[src/rtl/router_pkg.sv]
// rtl/router_pkg.sv - shared state encoding and constant helpers for the packet router FSM
package router_pkg;

  typedef enum logic [3:0] {
    DECODE_ADDRESS     = 4'd0,
    LOAD_FIRST_DATA    = 4'd1,
    WAIT_TILL_EMPTY    = 4'd2,
    LOAD_DATA          = 4'd3,
    LOAD_PARITY        = 4'd4,
    FIFO_FULL_STATE    = 4'd5,
    CHECK_PARITY_ERROR = 4'd6,
    LOAD_AFTER_FULL    = 4'd7,
    DROP_PACKET        = 4'd8
  } state_t;

  // Ceiling log2 with a floor of 1 so a counter is never zero bits wide.
  function automatic int clog2(input int n);
    int r;
    r = 1;
    for (int i = 1; i < 31; i++) begin
      if ((1 << i) < n) r = i + 1;
    end
    return r;
  endfunction

endpackage

[src/rtl/router_fsm_mc_if.sv]
// rtl/router_fsm_mc_if.sv - packet-source, FIFO-status and state-decode bundle of the router FSM
interface router_fsm_mc_if #(
  parameter int NUM_CH = 3,
  parameter int ADDR_W = 2
);
  logic              pkt_valid;
  logic              parity_done;
  logic              low_pkt_valid;
  logic [ADDR_W-1:0] data_in;
  logic [NUM_CH-1:0] soft_reset;
  logic [NUM_CH-1:0] fifo_empty;
  logic              fifo_full;

  logic              busy;
  logic              detect_add;
  logic              lfd_state;
  logic              ld_state;
  logic              laf_state;
  logic              full_state;
  logic              write_enb_reg;
  logic              rst_int_reg;
  logic              drop_state;
  logic [NUM_CH-1:0] dest_sel;
  logic              wait_timeout;
  logic              len_err;

  modport master (
    output pkt_valid, parity_done, low_pkt_valid, data_in, soft_reset, fifo_empty, fifo_full,
    input  busy, detect_add, lfd_state, ld_state, laf_state, full_state, write_enb_reg,
           rst_int_reg, drop_state, dest_sel, wait_timeout, len_err
  );

  modport slave (
    input  pkt_valid, parity_done, low_pkt_valid, data_in, soft_reset, fifo_empty, fifo_full,
    output busy, detect_add, lfd_state, ld_state, laf_state, full_state, write_enb_reg,
           rst_int_reg, drop_state, dest_sel, wait_timeout, len_err
  );
endinterface

[src/rtl/router_dest_dec.sv]
// rtl/router_dest_dec.sv - header address to one-hot channel select with range check
module router_dest_dec #(
  parameter int NUM_CH = 3,
  parameter int ADDR_W = 2
) (
  input  logic [ADDR_W-1:0] i_addr,
  output logic [NUM_CH-1:0] o_onehot,
  output logic              o_valid
);

  // Out-of-range addresses decode to all-zero, which the FSM relies on for drops.
  assign o_valid = int'(i_addr) < NUM_CH;

  always_comb begin
    o_onehot = '0;
    for (int i = 0; i < NUM_CH; i++) begin
      if (int'(i_addr) == i) o_onehot[i] = 1'b1;
    end
  end

endmodule

[src/rtl/router_fsm_mc.sv]
// rtl/router_fsm_mc.sv - router write-side FSM: destination select, wait/drop, full handling, length check
module router_fsm_mc
  import router_pkg::*;
#(
  parameter int NUM_CH       = 3,
  parameter int ADDR_W       = 2,
  parameter int WAIT_TIMEOUT = 32,
  parameter int MAX_LEN      = 63
) (
  input logic           clock,
  input logic           resetn,
  router_fsm_mc_if.slave bus
);

  localparam int WC_W = clog2(WAIT_TIMEOUT + 1);

  state_t            r_state;
  state_t            w_next;
  logic [NUM_CH-1:0] r_dest_sel;
  logic [NUM_CH-1:0] w_dec_onehot;
  logic              w_addr_ok;
  logic              w_addr_empty;
  logic              w_sel_empty;
  logic              w_rst;
  logic              w_timeout;
  logic              w_beat_inc;
  logic [WC_W-1:0]   r_wait_cnt;
  logic [7:0]        r_beat_cnt;
  logic [7:0]        w_beat_nxt;
  logic              r_len_err;

  router_dest_dec #(
    .NUM_CH(NUM_CH),
    .ADDR_W(ADDR_W)
  ) u_dest_dec (
    .i_addr  (bus.data_in),
    .o_onehot(w_dec_onehot),
    .o_valid (w_addr_ok)
  );

  // A soft reset only counts when it hits the channel this packet is headed for.
  assign w_rst        = !resetn || (|(bus.soft_reset & r_dest_sel));
  assign w_addr_empty = |(bus.fifo_empty & w_dec_onehot);
  assign w_sel_empty  = |(bus.fifo_empty & r_dest_sel);
  assign w_timeout    = (r_state == WAIT_TILL_EMPTY) && !w_sel_empty &&
                        (r_wait_cnt == WC_W'(WAIT_TIMEOUT - 1));
  assign w_beat_inc   = (r_state == LOAD_DATA) || (r_state == LOAD_AFTER_FULL);
  assign w_beat_nxt   = (w_beat_inc && (r_beat_cnt != 8'hFF)) ? r_beat_cnt + 8'd1 : r_beat_cnt;

  always_ff @(posedge clock) begin
    if (w_rst) begin
      r_state    <= DECODE_ADDRESS;
      r_dest_sel <= '0;
      r_wait_cnt <= '0;
      r_beat_cnt <= '0;
      r_len_err  <= 1'b0;
    end else begin
      r_state <= w_next;
      if ((r_state == DECODE_ADDRESS) && bus.pkt_valid) r_dest_sel <= w_dec_onehot;
      r_wait_cnt <= ((r_state == WAIT_TILL_EMPTY) && (w_next == WAIT_TILL_EMPTY)) ?
                    r_wait_cnt + WC_W'(1) : '0;
      if (w_next == DECODE_ADDRESS) begin
        r_beat_cnt <= '0;
        r_len_err  <= 1'b0;
      end else begin
        r_beat_cnt <= w_beat_nxt;
        if (int'(w_beat_nxt) > MAX_LEN) r_len_err <= 1'b1;
      end
    end
  end

  always_comb begin
    w_next            = DECODE_ADDRESS;
    bus.detect_add    = 1'b0;
    bus.lfd_state     = 1'b0;
    bus.ld_state      = 1'b0;
    bus.laf_state     = 1'b0;
    bus.full_state    = 1'b0;
    bus.rst_int_reg   = 1'b0;
    bus.drop_state    = 1'b0;
    bus.write_enb_reg = 1'b0;
    bus.busy          = 1'b1;
    case (r_state)
      DECODE_ADDRESS: begin
        bus.detect_add = 1'b1;
        bus.busy       = 1'b0;
        if (!bus.pkt_valid)   w_next = DECODE_ADDRESS;
        else if (!w_addr_ok)  w_next = DROP_PACKET;
        else if (w_addr_empty) w_next = LOAD_FIRST_DATA;
        else                  w_next = WAIT_TILL_EMPTY;
      end
      LOAD_FIRST_DATA: begin
        bus.lfd_state = 1'b1;
        w_next        = LOAD_DATA;
      end
      WAIT_TILL_EMPTY: begin
        if (w_sel_empty)    w_next = LOAD_FIRST_DATA;
        else if (w_timeout) w_next = DROP_PACKET;
        else                w_next = WAIT_TILL_EMPTY;
      end
      LOAD_DATA: begin
        bus.ld_state      = 1'b1;
        bus.write_enb_reg = 1'b1;
        bus.busy          = 1'b0;
        if (bus.fifo_full)       w_next = FIFO_FULL_STATE;
        else if (!bus.pkt_valid) w_next = LOAD_PARITY;
        else                     w_next = LOAD_DATA;
      end
      LOAD_PARITY: begin
        bus.write_enb_reg = 1'b1;
        w_next            = CHECK_PARITY_ERROR;
      end
      FIFO_FULL_STATE: begin
        bus.full_state = 1'b1;
        w_next         = bus.fifo_full ? FIFO_FULL_STATE : LOAD_AFTER_FULL;
      end
      CHECK_PARITY_ERROR: begin
        bus.rst_int_reg = 1'b1;
        w_next          = bus.fifo_full ? FIFO_FULL_STATE : DECODE_ADDRESS;
      end
      LOAD_AFTER_FULL: begin
        bus.laf_state     = 1'b1;
        bus.write_enb_reg = 1'b1;
        if (bus.parity_done)        w_next = DECODE_ADDRESS;
        else if (bus.low_pkt_valid) w_next = LOAD_PARITY;
        else                        w_next = LOAD_DATA;
      end
      DROP_PACKET: begin
        bus.drop_state = 1'b1;
        w_next         = bus.pkt_valid ? DROP_PACKET : DECODE_ADDRESS;
      end
      default: w_next = DECODE_ADDRESS;
    endcase
  end

  assign bus.dest_sel     = r_dest_sel;
  assign bus.wait_timeout = w_timeout;
  assign bus.len_err      = r_len_err;

endmodule

[src/flat_wrapper.sv]
// flat-port wrapper written by rule: the top's interface ports become plain ports
module router_fsm_mc_flat import router_pkg::*;
#(
  parameter int NUM_CH       = 3,
  parameter int ADDR_W       = 2,
  parameter int WAIT_TIMEOUT = 32,
  parameter int MAX_LEN      = 63
)
  (clock, resetn, bus_pkt_valid, bus_parity_done, bus_low_pkt_valid, bus_data_in, bus_soft_reset, bus_fifo_empty, bus_fifo_full, bus_busy, bus_detect_add, bus_lfd_state, bus_ld_state, bus_laf_state, bus_full_state, bus_write_enb_reg, bus_rst_int_reg, bus_drop_state, bus_dest_sel, bus_wait_timeout, bus_len_err);
  router_fsm_mc_if #(.NUM_CH(NUM_CH), .ADDR_W(ADDR_W)) bus_i ();
  input logic clock;
  input logic resetn;
  input wire logic [$bits(bus_i.pkt_valid)-1:0] bus_pkt_valid;
  input wire logic [$bits(bus_i.parity_done)-1:0] bus_parity_done;
  input wire logic [$bits(bus_i.low_pkt_valid)-1:0] bus_low_pkt_valid;
  input wire logic [$bits(bus_i.data_in)-1:0] bus_data_in;
  input wire logic [$bits(bus_i.soft_reset)-1:0] bus_soft_reset;
  input wire logic [$bits(bus_i.fifo_empty)-1:0] bus_fifo_empty;
  input wire logic [$bits(bus_i.fifo_full)-1:0] bus_fifo_full;
  output wire logic [$bits(bus_i.busy)-1:0] bus_busy;
  output wire logic [$bits(bus_i.detect_add)-1:0] bus_detect_add;
  output wire logic [$bits(bus_i.lfd_state)-1:0] bus_lfd_state;
  output wire logic [$bits(bus_i.ld_state)-1:0] bus_ld_state;
  output wire logic [$bits(bus_i.laf_state)-1:0] bus_laf_state;
  output wire logic [$bits(bus_i.full_state)-1:0] bus_full_state;
  output wire logic [$bits(bus_i.write_enb_reg)-1:0] bus_write_enb_reg;
  output wire logic [$bits(bus_i.rst_int_reg)-1:0] bus_rst_int_reg;
  output wire logic [$bits(bus_i.drop_state)-1:0] bus_drop_state;
  output wire logic [$bits(bus_i.dest_sel)-1:0] bus_dest_sel;
  output wire logic [$bits(bus_i.wait_timeout)-1:0] bus_wait_timeout;
  output wire logic [$bits(bus_i.len_err)-1:0] bus_len_err;
  assign bus_i.pkt_valid = bus_pkt_valid;
  assign bus_i.parity_done = bus_parity_done;
  assign bus_i.low_pkt_valid = bus_low_pkt_valid;
  assign bus_i.data_in = bus_data_in;
  assign bus_i.soft_reset = bus_soft_reset;
  assign bus_i.fifo_empty = bus_fifo_empty;
  assign bus_i.fifo_full = bus_fifo_full;
  assign bus_busy = bus_i.busy;
  assign bus_detect_add = bus_i.detect_add;
  assign bus_lfd_state = bus_i.lfd_state;
  assign bus_ld_state = bus_i.ld_state;
  assign bus_laf_state = bus_i.laf_state;
  assign bus_full_state = bus_i.full_state;
  assign bus_write_enb_reg = bus_i.write_enb_reg;
  assign bus_rst_int_reg = bus_i.rst_int_reg;
  assign bus_drop_state = bus_i.drop_state;
  assign bus_dest_sel = bus_i.dest_sel;
  assign bus_wait_timeout = bus_i.wait_timeout;
  assign bus_len_err = bus_i.len_err;
  router_fsm_mc #(.NUM_CH(NUM_CH), .ADDR_W(ADDR_W), .WAIT_TIMEOUT(WAIT_TIMEOUT), .MAX_LEN(MAX_LEN)) u_core (.clock(clock), .resetn(resetn), .bus(bus_i));
endmodule
[config.mk]
export PLATFORM = sky130hd
export DESIGN_NAME = router_fsm_mc_flat
export DESIGN_NICKNAME = d
export VERILOG_FILES = /design/src/rtl/router_pkg.sv /design/src/rtl/router_fsm_mc_if.sv /design/src/rtl/router_dest_dec.sv /design/src/rtl/router_fsm_mc.sv /design/src/flat_wrapper.sv
export SDC_FILE = /design/constraint.sdc
export NUM_CORES = 1
export LEC_CHECK = 0
export ABC_AREA = 1
export BUFFER_PORTS_ARGS = -buffer_cell sky130_fd_sc_hd__buf_4
export CAP_MARGIN = 10
export CORE_MARGIN = 1
export CORE_UTILIZATION = 35
export DETAILED_ROUTE_END_ITERATION = 8
export GPL_ROUTABILITY_DRIVEN = 0
export HOLD_SLACK_MARGIN = 0.15
export PLACE_DENSITY = 0.61
export SYNTH_ARGS = -nofsm -noshare
export SYNTH_HDL_FRONTEND = slang
export SYNTH_SLANG_ARGS = --single-unit
[constraint.sdc]
create_clock -name clock -period 1.3 [get_ports clock]
set_input_delay 0.065 -clock clock [delete_from_list [all_inputs] [get_ports clock]]
set_output_delay 0.065 -clock clock [all_outputs]
set_load 0.05 [all_outputs]
-- Word level (Yosys, flattened, before mapping)
Index checks and enable logic that the tools add are counted.
- bitwise operators: 4
- multiplexer cells: 26
- shifts and indexed selects: 0
- equality and inequality tests: 13
- $add $sub $neg: 2
- div/mod/pow operators: 0
- $lt $le $gt $ge: 2
- multiply operators: 0
- reductions and logical operators: 19
- operator list (cell ; number):
    $pmux 4 s9 ; 1
    $mux 4 ; 7
    $eq 4x3->1 const B ; 4
    $eq 4x2->1 const B ; 3
    $mux 1 ; 12
    $reduce_or 3->1 ; 4
    $and 3x3->3 ; 3
    $mux 3 ; 3
    $add 8x1->8 const B ; 1
    $gt 8x6->1 const B ; 1
    $logic_not 4->1 ; 2
    $mux 8 ; 1
    $ne 8x8->1 const B ; 1
    $add 6x1->6 const B ; 1
    $eq 6x5->1 const B ; 1
    $reduce_or 2->1 ; 3
    $logic_and 1x1->1 ; 5
    $eq 2x2->1 const B ; 2
    $eq 4x1->1 const B ; 1
    $eq 4x4->1 const B ; 1
    $mux 2 ; 2
    $logic_not 1->1 ; 2
    $logic_not 2->1 ; 1
    $logic_or 1x1->1 ; 2
    2 further kinds ; 2
- memory bits (writable): 0
- output and inout port bits: 14
- memories: 0
- memory bits (read-only): 0
- flip-flop bits (word level): 22
- bits in latches: 0
- input bits: 14

-- Logic depth before layout (Yosys ltp)
- depth after elaboration: 12
- gate-level depth with buffers: 11

-- Hierarchy
A second synthesis with hierarchy kept.
- cells, all modules: 217
- area, all modules: 1308.8 sq um
- by module, submodules not included (module ; times used ; area each (sq um) ; seq. area each (sq um) ; cells each):
    router_fsm_mc ; 1 ; 1286.2 ; 440.4 ; 211
    router_dest_dec ; 1 ; 22.5 ; 0.0 ; 6

-- Worst setup path after synthesis
OpenSTA, ideal clock, no wires.
- path type: register to output
- start point: register u_core.r_state[3]
- end point: output port bus_drop_state
- path buffers: 0
- arrival: 1953 ps
- path slack: -718 ps
- cell stages (with the launch flop): 3
- cells stage by stage: dfxtp_1 -> inv_2 -> nor4_1
- cells in the longest elaborated chain, start to end: 2
- RTL lines (item ; line ; RTL):
    start, declared ; router_fsm_mc.sv:17 ; state_t r_state;
    start signal, assigned ; router_fsm_mc.sv:58 ; r_state <= w_next;
    $eq 4x4->1 ; router_fsm_mc.sv:83 ; case (r_state)
    $mux 1 ; router_fsm_mc.sv:83 ;
    end, declared ; flat_wrapper.sv:28 ; output wire logic [$bits(bus_i.drop_state)-1:0] bus_drop_state;
No other way between the ends.

-- Worst setup path after layout
- start point: register u_core.r_state[2]
- end point: output port bus_write_enb_reg
- cells in the longest elaborated chain, start to end: 3
- elaborated cells between the ends (all ways): 5
- classes of those cells: 3 x eq/ne; 1 x mux; 1 x reduce/logical
- RTL lines (item ; line ; RTL):
    $eq 4x3->1 or $eq 4x2->1 (tied branches) ; router_fsm_mc.sv:83 ;
    $reduce_or 3->1 (no line) * ; -- ;
    $mux 1 * ; router_fsm_mc.sv:83 ;
    end, declared ; flat_wrapper.sv:26 ; output wire logic [$bits(bus_i.write_enb_reg)-1:0] bus_write_enb_reg;
Mark *: on every way between the ends. The rest lies on a longest branch, timed or not.

==> impl_results.md <==
- Routed wire per std cell: 11.4 um
- P&R area growth vs syn: 91.2%
- Async set-reset flop share out of synthesis: 0%
- Combinational share of power: 42.8%
- Fmax: 687 MHz
- Site Rows: 21
- Period utilisation layout: 112%
- Clock transition at the registers of the reported paths: 0.07 ns
- Latest clock arrival within the worst-skew pair: 0.26 ns
- Vias/cell: 4.62
- DR iter-0 viols: 39
- TritonRoute pass-1 iters: 4
- Unrepaired setup endpoints after global routing: yes
- Syn Area/Cell: 6.24 um^2
- Final worst path period need: 1.46 ns
- Synth area leader: dfxtp_1
- Area of the die: 3990 um^2
- PortBufs: 27
- Routed Antenna Nets: 0
- Part of the power in the clock network: 22.5%
- Most numerous cell in the Yosys netlist: nand2_1
- Seq cells post-synth: 22
- H-tree Lvls: 1
- Switching share of power: 35.8%
- Seq/Total Area, Yosys: 33.6%
- Fraction of layout cells with a size suffix above 1: 57.5%
- Pins Over Slew Limit: 0
- TritonCTS clock tree: built
- CP max FO: 6
- TritonCTS buffer count: 3
- Worst-case clock buffer depth: 2
- Detail Placement HPWL: 2540 um
- I/O pins: 28
- Yosys top cell area share: 33.6%
- Net Switching: 0.000768 W
- DR DRC count: 0
- Setup crit end kind: output port
- Die Y: 63.2 um
- Data required, critical path: 1.24 ns
- Yosys warns: 0
- # fillers: 293
- Worst vdd ir: 0.000847 V
- Worst path max stage delay: 0.39 ns
- Routed via count: 1562
- Total GRT Usage: 19.6%
- Status: finished with violations
- Top cells by count, synth: nand2_1 (57), inv_1 (36), nor2_1 (35)
- Clk sink count: 22
- Number of global-route vias before repair: 1508
- Initial Util: 37.8%
- Relative slew slack: 81.5%
- LEAKAGE: 1.24 nW
- Worst path top cell family by delay: simple AND/OR/NAND/NOR gates
- Worst path cell trace: inv_4 > nor2_4 > nand2_2 > buf_4 > nand2_2 > buf_8
- Reg2reg setup slack: -0.14 ns
- Final Hold Viols: 0
- Critical path data arrival time: 1.39 ns
- Pin count of the biggest net entering global routing: 13
- Most area-consuming cells after synthesis: dfxtp_1 (34%), nand2_1 (16%), inv_1 (10%)
- Cell internal pwr: 0.00138 W
- Final worst slack: -0.156 ns
- PD cells: 858 nW/um^2
- Synth Flop Type: dfxtp_1
- # setup viols final: 20
- Violated checks: setup timing
- Post-synth EDFFs: 0
- Initial antenna violation count: 0
- Post-route clock skew: 0.00878 ns
- Syn Nets: 226
- Worst path bufs/invs: 3
- Post-synthesis instance total: 210
- Mapped Area: 1310 um^2
- CP Launch Type: register
- Final Power: 0.00215 W
- Critical-path top delay cell: dfxtp_4
- # diodes: 0
- Flop pwr share: 34.6%
- Clock root buffer: clkbuf_8
- Crit Path Category: register to output port
- Worst Max-Slew Pin Slew: 0.276 ns
- Die Width: 63.2 um
- Placed Area: 1960 um^2
- Std-Cell Core Area: 3470 um^2
- Hold/Removal Path Class: input pin to register
- # nets final: 309
- Final instance area: 2500 um^2
- Total Wirelength: 3850 um
- Max_cap viols: 0
- Global route overflow: 0
- Crit path top cell by count: nand2_2
- First-pass GRT wire length: 6260 um
- Count of cell types in the netlist: 22
-- kinds of logic (layout without fill, tap and decap cells) --
family / Yosys count / in the layout / synth area share, %
and+or+nand+nor: 126 / 127 / 42.0
AOI/OAI and AO/OA: 9 / 9 / 4.01
DFF: 22 / 22 / 33.6
adders and majority gates: 2 / 2 / 1.91
buffers and inverters: 41 / 122 / 11.7
xor gates and xnor gates: 10 / 10 / 6.69
-- power by group through the flow --
stage	registers, W	logic, W	clock network, W
global placement	0.000746	0.000624	0
detailed placement	0.000746	0.000628	0
floorplan	0.000769	0.000353	0
finish	0.000744	0.000921	0.000484
CTS	0.000745	0.000771	0.000497
global route	0.000749	0.000982	0.000519
-- cell type report --
class                           instances  area [um^2]  share of cell area [%]
Tap cell                               46         57.6                    2.30
Inverter                               41          184                    7.34
Timing Repair Buffer                   77          694                    27.7
Multi-Input combinational cell        148         1040                    41.6
Clock buffer                            4         55.1                    2.20
Sequential cell                        22          472                    18.8
-- worst min-delay path, cell delays in order --
cell	delay (ns)
buf_4	0.10
inv_1	0.06
nand4_1	0.11
a21oi_2	0.06
-- per-layer routing --
layer	vias to the layer above	global-route usage (%)	share of wire, %
met3	8	2.17	2.6
met2	22	36.0	53
met4	0	6.82	1.9
met1	718	23.2	43
li1	814	-	-
met5	-	0	0
-- worst paths after layout --
check,startpoint,to,cells past startpoint
worst min register to register,u_core.bus.dest_sel[2],u_core.bus.dest_sel[2],2
worst min-delay path,bus_data_in[1],u_core.bus.dest_sel[1],4
worst max-delay path,u_core.r_state[2],bus_write_enb_reg,6
worst max register to register,u_core.r_state[2],u_core.r_beat_cnt[0],10
-- timing repair --
item / in CTS / in global routing
setup endpoints to repair: 28 / 32
gates resized for setup: 71 / 43
endpoints found under the hold margin: 3 / 0
hold buffers: 3 / 0
setup buffers: 8 / 3
pin swaps: 23 / 17
gates cloned: 1 / 0
-- stage by stage --
step | std cells | hold WS (ns) | setup TNS [ns] | util (%) | worst slack (ns)
CTS | 336 | 0.164 | -1.53 | 67.7 | -0.153
global route | 338 | 0.209 | -4.17 | 72.2 | -0.253
floorplan | 210 | 0.226 | -0.268 | - | -0.125
detailed placement | 320 | 0.396 | -1.54 | 56.6 | -0.177
finish | 338 | 0.177 | -2.00 | 72.2 | -0.156
global placement | 320 | 0.404 | -1.46 | 56.6 | -0.169
-- cell usage in the layout, fill, tap and decap left out, drive strengths merged --
| master | Yosys | routed |
|---|---|---|
| buf | 0 | 74 |
| nand2 | 57 | 57 |
| nor2 | 40 | 40 |
| inv | 40 | 39 |
| dfxtp | 22 | 22 |
| nand3 | 21 | 22 |
| xor2 | 8 | 8 |
| nand4 | 5 | 5 |
| clkbuf | 0 | 4 |
| a21oi | 4 | 4 |
| o21ai | 4 | 4 |
| dlygate4sd3 | 0 | 3 |
| clkinvlp | 0 | 2 |
| xnor2 | 2 | 2 |
| ha | 2 | 2 |
| nor4 | 1 | 1 |
| nand3b | 1 | 1 |
| and2 | 1 | 1 |
| a22o | 1 | 1 |
No activity file was read; power rests on OpenSTA's default activity.
